`src/rtl/hcsr04_pkg.sv`:
```
// Shared definitions for the HC-SR04 echo meter: FSM state encoding,
// distance scaling constants, default timing limits and the us->mm helper.
package hcsr04_pkg;

    typedef enum logic [2:0] {
        ST_IDLE      = 3'd0,
        ST_WAIT_RISE = 3'd1,
        ST_MEASURE   = 3'd2,
        ST_DONE      = 3'd3,
        ST_WAIT_LOW  = 3'd4
    } meter_state_e;

    // dist_mm = (echo_us * DIST_SCALE) >> DIST_SHIFT  (~ echo_us * 0.1715)
    localparam logic [13:0] DIST_SCALE      = 14'd11240;
    localparam int unsigned DIST_SHIFT      = 16;

    localparam int unsigned ARM_WAIT_US_DEF = 1000;
    localparam int unsigned TIMEOUT_US_DEF  = 38000;

    // 16x14-bit product kept in 30 bits, then truncated by the shift.
    function automatic logic [15:0] us_to_mm(input logic [15:0] us);
        logic [29:0] prod;
        prod = {14'd0, us} * {16'd0, DIST_SCALE};
        return {2'b00, prod[29:DIST_SHIFT]};
    endfunction

endpackage

```
`src/rtl/us_tick_gen.sv`:
```
// 1 us tick generator: counts 0..DIV-1 and flags the terminal count.
// clr restarts the count so a new state always begins on a full microsecond.
module us_tick_gen #(
    parameter int unsigned DIV = 50
) (
    input  logic sys_clk,
    input  logic sys_rst,
    input  logic clr,
    output logic tick
);

    localparam int unsigned W = (DIV > 2) ? $clog2(DIV) : 1;
    localparam logic [W-1:0] TERM = W'(DIV - 1);

    logic [W-1:0] cnt_q;
    logic [W-1:0] cnt_d;

    assign tick = (cnt_q == TERM);

    // Next divider value: clear on request, wrap at terminal count.
    always_comb begin
        cnt_d = cnt_q;
        if (clr) begin
            cnt_d = '0;
        end else if (tick) begin
            cnt_d = '0;
        end else begin
            cnt_d = cnt_q + {{(W-1){1'b0}}, 1'b1};
        end
    end

    // Divider register.
    always_ff @(posedge sys_clk or posedge sys_rst) begin
        if (sys_rst) begin
            cnt_q <= '0;
        end else begin
            cnt_q <= cnt_d;
        end
    end

endmodule

```
`src/rtl/echo_meter.sv`:
```
// HC-SR04 echo meter: arms on the falling edge of trig, times the echo
// high pulse in microseconds and converts it to millimetres.
module echo_meter
    import hcsr04_pkg::*;
#(
    parameter int unsigned CLK_FREQ_MHZ = 50,
    parameter int unsigned ARM_WAIT_US  = ARM_WAIT_US_DEF,
    parameter int unsigned TIMEOUT_US   = TIMEOUT_US_DEF
) (
    input  logic        sys_clk,
    input  logic        sys_rst,
    input  logic        trig,
    input  logic        echo,
    output logic [15:0] echo_us,
    output logic [15:0] dist_mm,
    output logic        dist_vld,
    output logic        timeout,
    output logic        busy
);

    localparam logic [15:0] ARM_LIM = 16'(ARM_WAIT_US);
    localparam logic [15:0] TMO_LIM = 16'(TIMEOUT_US);

    meter_state_e state_q, state_d;

    logic        echo_s1_q, echo_s2_q, echo_s3_q;
    logic        trig_q;
    logic [15:0] cnt_q, cnt_d;
    logic [15:0] echo_us_q, echo_us_d;
    logic [15:0] dist_mm_q, dist_mm_d;
    logic        dist_vld_q, dist_vld_d;
    logic        timeout_q, timeout_d;
    logic        busy_q, busy_d;

    logic        tick_s;
    logic        tick_clr_s;
    logic        echo_rise_s;
    logic        echo_fall_s;
    logic        trig_fall_s;
    logic [15:0] cnt_inc_s;

    // Edges come from the synchronized echo only; s3 is its one-cycle history.
    assign echo_rise_s = echo_s2_q & ~echo_s3_q;
    assign echo_fall_s = ~echo_s2_q & echo_s3_q;
    assign trig_fall_s = trig_q & ~trig;
    assign cnt_inc_s   = (cnt_q == 16'hFFFF) ? cnt_q : (cnt_q + 16'd1);
    assign tick_clr_s  = (state_d != state_q);

    us_tick_gen #(
        .DIV (CLK_FREQ_MHZ)
    ) u_tick (
        .sys_clk (sys_clk),
        .sys_rst (sys_rst),
        .clr     (tick_clr_s),
        .tick    (tick_s)
    );

    // Echo synchronizer chain plus trig history for edge detection.
    always_ff @(posedge sys_clk or posedge sys_rst) begin
        if (sys_rst) begin
            echo_s1_q <= 1'b0;
            echo_s2_q <= 1'b0;
            echo_s3_q <= 1'b0;
            trig_q    <= 1'b0;
        end else begin
            echo_s1_q <= echo;
            echo_s2_q <= echo_s1_q;
            echo_s3_q <= echo_s2_q;
            trig_q    <= trig;
        end
    end

    // Next state, microsecond counter and registered output values.
    always_comb begin
        state_d    = state_q;
        cnt_d      = cnt_q;
        echo_us_d  = echo_us_q;
        dist_mm_d  = dist_mm_q;
        dist_vld_d = 1'b0;
        timeout_d  = 1'b0;
        case (state_q)
            ST_IDLE: begin
                if (trig_fall_s) begin
                    state_d = ST_WAIT_RISE;
                    cnt_d   = 16'd0;
                end else begin
                    cnt_d   = cnt_q;
                end
            end
            ST_WAIT_RISE: begin
                if (echo_rise_s) begin
                    state_d = ST_MEASURE;
                    cnt_d   = 16'd0;
                end else if (cnt_q >= ARM_LIM) begin
                    state_d   = ST_IDLE;
                    timeout_d = 1'b1;
                end else if (tick_s) begin
                    cnt_d = cnt_inc_s;
                end else begin
                    cnt_d = cnt_q;
                end
            end
            ST_MEASURE: begin
                // The falling edge is checked first so a pulse ending on the
                // timeout boundary still yields a valid measurement.
                if (echo_fall_s) begin
                    state_d = ST_DONE;
                    cnt_d   = tick_s ? cnt_inc_s : cnt_q;
                end else if (cnt_q >= TMO_LIM) begin
                    state_d   = ST_WAIT_LOW;
                    timeout_d = 1'b1;
                end else if (tick_s) begin
                    cnt_d = cnt_inc_s;
                end else begin
                    cnt_d = cnt_q;
                end
            end
            ST_DONE: begin
                echo_us_d  = cnt_q;
                dist_mm_d  = us_to_mm(cnt_q);
                dist_vld_d = 1'b1;
                state_d    = ST_IDLE;
            end
            ST_WAIT_LOW: begin
                if (!echo_s2_q) begin
                    state_d = ST_IDLE;
                end else begin
                    state_d = ST_WAIT_LOW;
                end
            end
            default: begin
                state_d = ST_IDLE;
            end
        endcase
        busy_d = (state_d != ST_IDLE);
    end

    // State, counter and output registers.
    always_ff @(posedge sys_clk or posedge sys_rst) begin
        if (sys_rst) begin
            state_q    <= ST_IDLE;
            cnt_q      <= 16'd0;
            echo_us_q  <= 16'd0;
            dist_mm_q  <= 16'd0;
            dist_vld_q <= 1'b0;
            timeout_q  <= 1'b0;
            busy_q     <= 1'b0;
        end else begin
            state_q    <= state_d;
            cnt_q      <= cnt_d;
            echo_us_q  <= echo_us_d;
            dist_mm_q  <= dist_mm_d;
            dist_vld_q <= dist_vld_d;
            timeout_q  <= timeout_d;
            busy_q     <= busy_d;
        end
    end

    assign echo_us  = echo_us_q;
    assign dist_mm  = dist_mm_q;
    assign dist_vld = dist_vld_q;
    assign timeout  = timeout_q;
    assign busy     = busy_q;

endmodule

```
`config.mk`:
```
export PLATFORM = sky130hd
export DESIGN_NAME = echo_meter
export DESIGN_NICKNAME = d
export VERILOG_FILES = /design/src/rtl/hcsr04_pkg.sv /design/src/rtl/us_tick_gen.sv /design/src/rtl/echo_meter.sv
export SDC_FILE = /design/constraint.sdc
export NUM_CORES = 1
export LEC_CHECK = 0
export CAP_MARGIN = 20
export CORE_AREA = 2 2 94 141
export CTS_CLUSTER_SIZE = 8
export DETAILED_ROUTE_END_ITERATION = 8
export DIE_AREA = 0 0 96 143
export MAX_ROUTING_LAYER = met4
export PLACE_DENSITY = 0.88
export SLEW_MARGIN = 20
export SYNTH_ARGS = -nofsm -noshare
export SYNTH_HDL_FRONTEND = slang
export SYNTH_HIERARCHICAL = 1
export SYNTH_SLANG_ARGS = --single-unit
```
`constraint.sdc`:
```
create_clock -name sys_clk -period 5.1 [get_ports sys_clk]
set_clock_uncertainty 0.1 [all_clocks]
set_input_delay 0.51 -clock sys_clk [delete_from_list [all_inputs] [get_ports sys_clk]]
set_output_delay 0.51 -clock sys_clk [all_outputs]
set_load 0.03 [all_outputs]
```
# Word-level counts from Yosys, hierarchy flattened
# Cells that the tools add are included.
[word_totals]
ff_bits = 62
output_inout_bits = 35
[classes]
addsub = 2
mul = 1
order_cmp = 2
n_eq_ne = 10
muxes = 23
bitwise_logic = 6
n_reduce_logical = 4
[ops]
columns = ["operator", "count"]
rows = [
  ["two-way mux 16 bit", 7],
  ["one-hot mux 16 bit (3 select lines)", 1],
  ["multiplier 16 x 11 -> 27 bit, second input constant", 1],
  ["two-way mux 3 bit", 6],
  ["adder 16 x 1 -> 16 bit, second input constant", 1],
  ["== test 16 bit, second input constant", 1],
  ["greater-or-equal comparator 16 x 10 -> 1 bit, second input constant", 1],
  ["greater-or-equal comparator 16 bit, second input constant", 1],
  ["two-way mux 6 bit", 2],
  ["one-hot mux 3 bit (4 select lines)", 1],
  ["adder 6 x 1 -> 6 bit, second input constant", 1],
  ["== test 3 x 2 -> 1 bit, second input constant", 2],
  ["== test 6 bit, second input constant", 1],
  ["inequality test 3 bit, second input constant", 2],
  ["nonzero test 3 bit", 2],
  ["two-way mux 1 bit", 5],
  ["AND reduction 4 bit", 1],
  ["bitwise AND 1 bit", 3],
  ["== test 3 x 1 -> 1 bit, second input constant", 1],
  ["== test 3 bit, second input constant", 1],
  ["zero test 3 bit", 1],
  ["inequality test 3 bit", 1],
  ["NOT 1 bit", 3],
  ["inequality test 2 bit, second input constant", 1],
  ["one-hot mux 1 bit (2 select lines)", 1],
]

# Depth between registers and ports, before layout
[logic_depth]
ltp_word = 6
mapped_depth = 19

# Hierarchy
# Netlist, hierarchy kept.
[by_module_without_submodules]
columns = ["module", "instances", "cells_per_inst", "area_per_inst_um2"]
rows = [
  ["echo_meter", 1, 680, 6596.3],
  ["us_tick_gen", 1, 27, 285.3],
]

# Worst setup path before layout
# OpenSTA, ideal clock, no wires.
[synth_path]
path_type = "flip-flop to flip-flop"
start = "register, netlist name cnt_q[7]"
end = "register dist_mm_q[8] (netlist: dist_mm[8])"
setup_ns = 0.129
arrival_ns = 4.960
required_time_ns = 4.871
slack_ns = -0.089
path_stages_with_launch = 18
path_buffers = 0
path_cell_list = "dfrtp_1 fa_1 inv_1 fa_1 inv_1 fa_1 fa_1 inv_1 fa_1 inv_1 ha_1 and3_1 and3_1 a211oi_2 o21ai_1 a221oi_1 xor2_1 o21ai_1"
[synth_lines]
columns = ["element", "line_no", "text"]
rows = [
  ["end signal, assigned", "echo_meter.sv:152", "dist_mm_q <= dist_mm_d;"],
  ["end, declared", "echo_meter.sv:30", "logic [15:0] dist_mm_q, dist_mm_d;"],
]

==> impl_results.md <==
* Global route overflow at 0
* Cell taking the most area after synthesis: fa_1
* Sequential fraction of the synthesis area at between 20 and 25%
* Initial Util at around 55%
* Synth area leaders: fa_1 (23%), dfrtp_1 (23%), ha_1 (21%)
* Post-route ant nets at 0
* Crit-path slowest cell: fa_1
* Most used DFF post-synth: dfrtp_1
* DR WL/cell at a little under 20 microns
* Core area at 0.0124 sq mm
* Crit Path Max Fanout at 9
* CP dominant cell by count: fa_1
* Post-DP HPWL at between 10 and 15 mm
* Crit share post-route at around 100%
* CTS Buffer Depth at 2
* Power per Cell Area at 195 mW/mm^2
* IO Port Bufs at 36
* Vias/cell at approximately 6
* Worst EP required at around 5.2 ns
* Clock Latency Late Sink at approximately 0.35 ns
* Vias at 5649
* Hold slack at approximately 0.25 ns
* Total CTS buffers at 9
* Max Slew Vio Count at 0
* Die area at ~0.014 sq mm
* TritonCTS clock tree: built
* Root Buffer: clkbuf_16
* Share of cells above drive strength 1 at a little over an eighth
* Critical Path AT at between 5 and 6 ns
* Clock transition at path regs at ~0.06 ns
* Post-Syn Area at 0.00688 sq mm
* Avg Synthesized Cell Area at 9.73 sq um
* Yosys cell types at 57
* Die height at 143 microns
* DR WL met3 at about 970 microns
* Routed wire length at around 19 mm
* Vias in the first global route at 5810
* Antenna violations before repair at 0
* RSZ-0062 raised after global routing: yes
* CP max stage delay at 0.60 ns
* CP Launch Type: flip-flop
* Worst VDD drop at roughly 0.00017 V
* Leakage at between 4 and 5 nW
* Crit path cell chain: buf_6 > fa_1 > fa_1 > fa_1 > fa_1 > fa_1 > ha_4 > and3_4 > and3_4 > a211oi_2 > buf_4 > o21ai_2 > a221oi_2 > xor2_1 > o21ai_1
* Setup TNS at 0 ns
* EDFF count, synth at 0
* Most common cell after layout, fill and taps aside: inv_1
* Router iterations before antenna repair at 5
* Net count, final at a little under 1000
* Final hold viol count at 0
* Post-Synthesis Cells at 707
* Fmax at between 150 and 200 MHz
* DRT iter0 DRCs at about 480
* Gpl congestion at 0.966
* Final setup violation count at 0
* Most frequent cells in the layout: inv_1 (145), ha_1 (111), fa_1 (77), dfrtp_1 (54), nand2_1 (49)
* Async S/R FF share, synth at 100%
* Top cell type's share of synthesized area at 22.7%
* Die X at roughly 96 microns
* Top Layer Used: met4
* WL met2 at around 10 mm
* Worst-Margin Slew at between 0.7 and 0.8 ns
* Post-Route M1 WL at roughly 6.4 mm
* First-pass GRT wire length at ~29 mm
* Final min period at about 5 ns
* Antenna cell count at 0
* Row Count at 50
* Setup CP Type: reg -> reg
* Synth warnings at 6
* Max Cap Viol at 0
* Number of synthesized register bits at 62
* Worst hold path type: reg -> reg
* Clock Sinks at 62
* CP endpoint kind: flip-flop
* Drt drc at 0
* Worst slew margin at between 40% and 50%
* Total Routing Usage GR at between 20% and 30%
* Htree depth at 3
* IO Pins at 39
* Outcome: completed
* Layout area overhead at 19.2%
* Hold_buf cts at 0
* Largest net degree at the start of global routing at 57
per-layer routing:
layer | track usage (%) | vias to the layer above
li1 | - | 2481
met1 | 30.8 | 2773
met2 | 49.4 | 268
met3 | 4.43 | 127
met4 | 19.3 | 0
met5 | - | -
cell type report:
cell class | instances | area (sq um)
fill | 828 | 4250
clock inverter | 6 | 85.1
tap | 156 | 195
multi-input combinational | 478 | 4840
clock buffer | 10 | 239
sequential | 62 | 1560
timing repair buffer | 82 | 717
inverter | 152 | 571
Yosys cell counts (10+ instances only):
| master | count |
|---|---|
| o21ai_0 | 34 |
| clkbuf_1 | 10 |
| xnor2_1 | 10 |
| dfrtp_1 | 62 |
| nor2_1 | 22 |
| nand2_1 | 50 |
| ha_1 | 117 |
| inv_1 | 152 |
| a21oi_1 | 28 |
| a21o_1 | 11 |
| nand3_1 | 11 |
| fa_1 | 78 |
| o21ai_1 | 14 |
final timing paths:
kind                              endpoint  depth (start not counted)  startpoint  slack, ns
max in group asynchronous         cnt_q[7]                          3     sys_rst       3.72
max                             dist_mm[8]                         15    cnt_q[8]       0.02
min in group asynchronous  u_tick/cnt_q[5]                          2     sys_rst       0.32
min reg2reg                      echo_s2_q                          0   echo_s1_q       0.25
max reg2reg                     dist_mm[8]                         15    cnt_q[8]       0.02
min                              echo_s2_q                          0   echo_s1_q       0.25
registers in the layout, indices dropped and copies added (netlist names):
| signal | flops |
|---|---|
| cnt_q | 16 |
| echo_us | 16 |
| dist_mm | 14 |
| u_tick/cnt_q | 6 |
| state_q | 3 |
| busy | 1 |
| dist_vld | 1 |
| echo_s1_q | 1 |
| echo_s2_q | 1 |
| echo_s3_q | 1 |
| timeout | 1 |
| trig_q | 1 |
stage by stage:
step                      setup slack, ns  area [sq um]  cells  total power, mW  utilization [%]
final                              0.0196          8200    946             1.60             65.9
after global routing               -0.132          8200    946             1.66             65.9
after CTS                          0.0184          8070    943             1.59             64.8
after detailed placement          -0.0287          7710    926            0.912             61.9
after global placement              0.108          7710    926            0.899             61.9
after floorplan                    0.0334          6920    708            0.829                -
critical path, delay by kind of cell, from the launching register on:
kind / cells / cell delay [ns]
xor gates and xnor gates: 1 / 0.20
DFF: 1 / 0.44
buffers and inverters: 2 / 0.35
and+or+nand+nor: 2 / 0.33
AOI/OAI and AO/OA: 4 / 0.67
adders and majority gates: 6 / 2.84
cell families (layout without fill, tap and decap cells):
group / Yosys count / in the layout / synth area share, %
AOI/OAI and AO/OA: 134 / 134 / 12.3
xor gates and xnor gates: 16 / 16 / 2.04
adders and majority gates: 195 / 195 / 44.0
buffers and inverters: 168 / 250 / 9.44
DFF: 62 / 62 / 22.5
muxes: 3 / 3 / 0.473
other: 1 / 2 / 0.0545
and+or+nand+nor: 128 / 128 / 9.15
power breakdown:
part / switching, mW / total [mW] / internal, mW
clock network: 0.250 / 0.690 / 0.439
logic: 0.253 / 0.353 / 0.100
registers: 0.0359 / 0.559 / 0.523
total: 0.539 / 1.60 / 1.06
repair_timing:
| item | in CTS | in global routing |
|---|---|---|
| gates resized for setup | 7 | 33 |
| setup buffers | 1 | 3 |
| endpoints found under the setup margin | 9 | 11 |
| pin swaps | 5 | 13 |
Power figures use the tool's default switching activity.
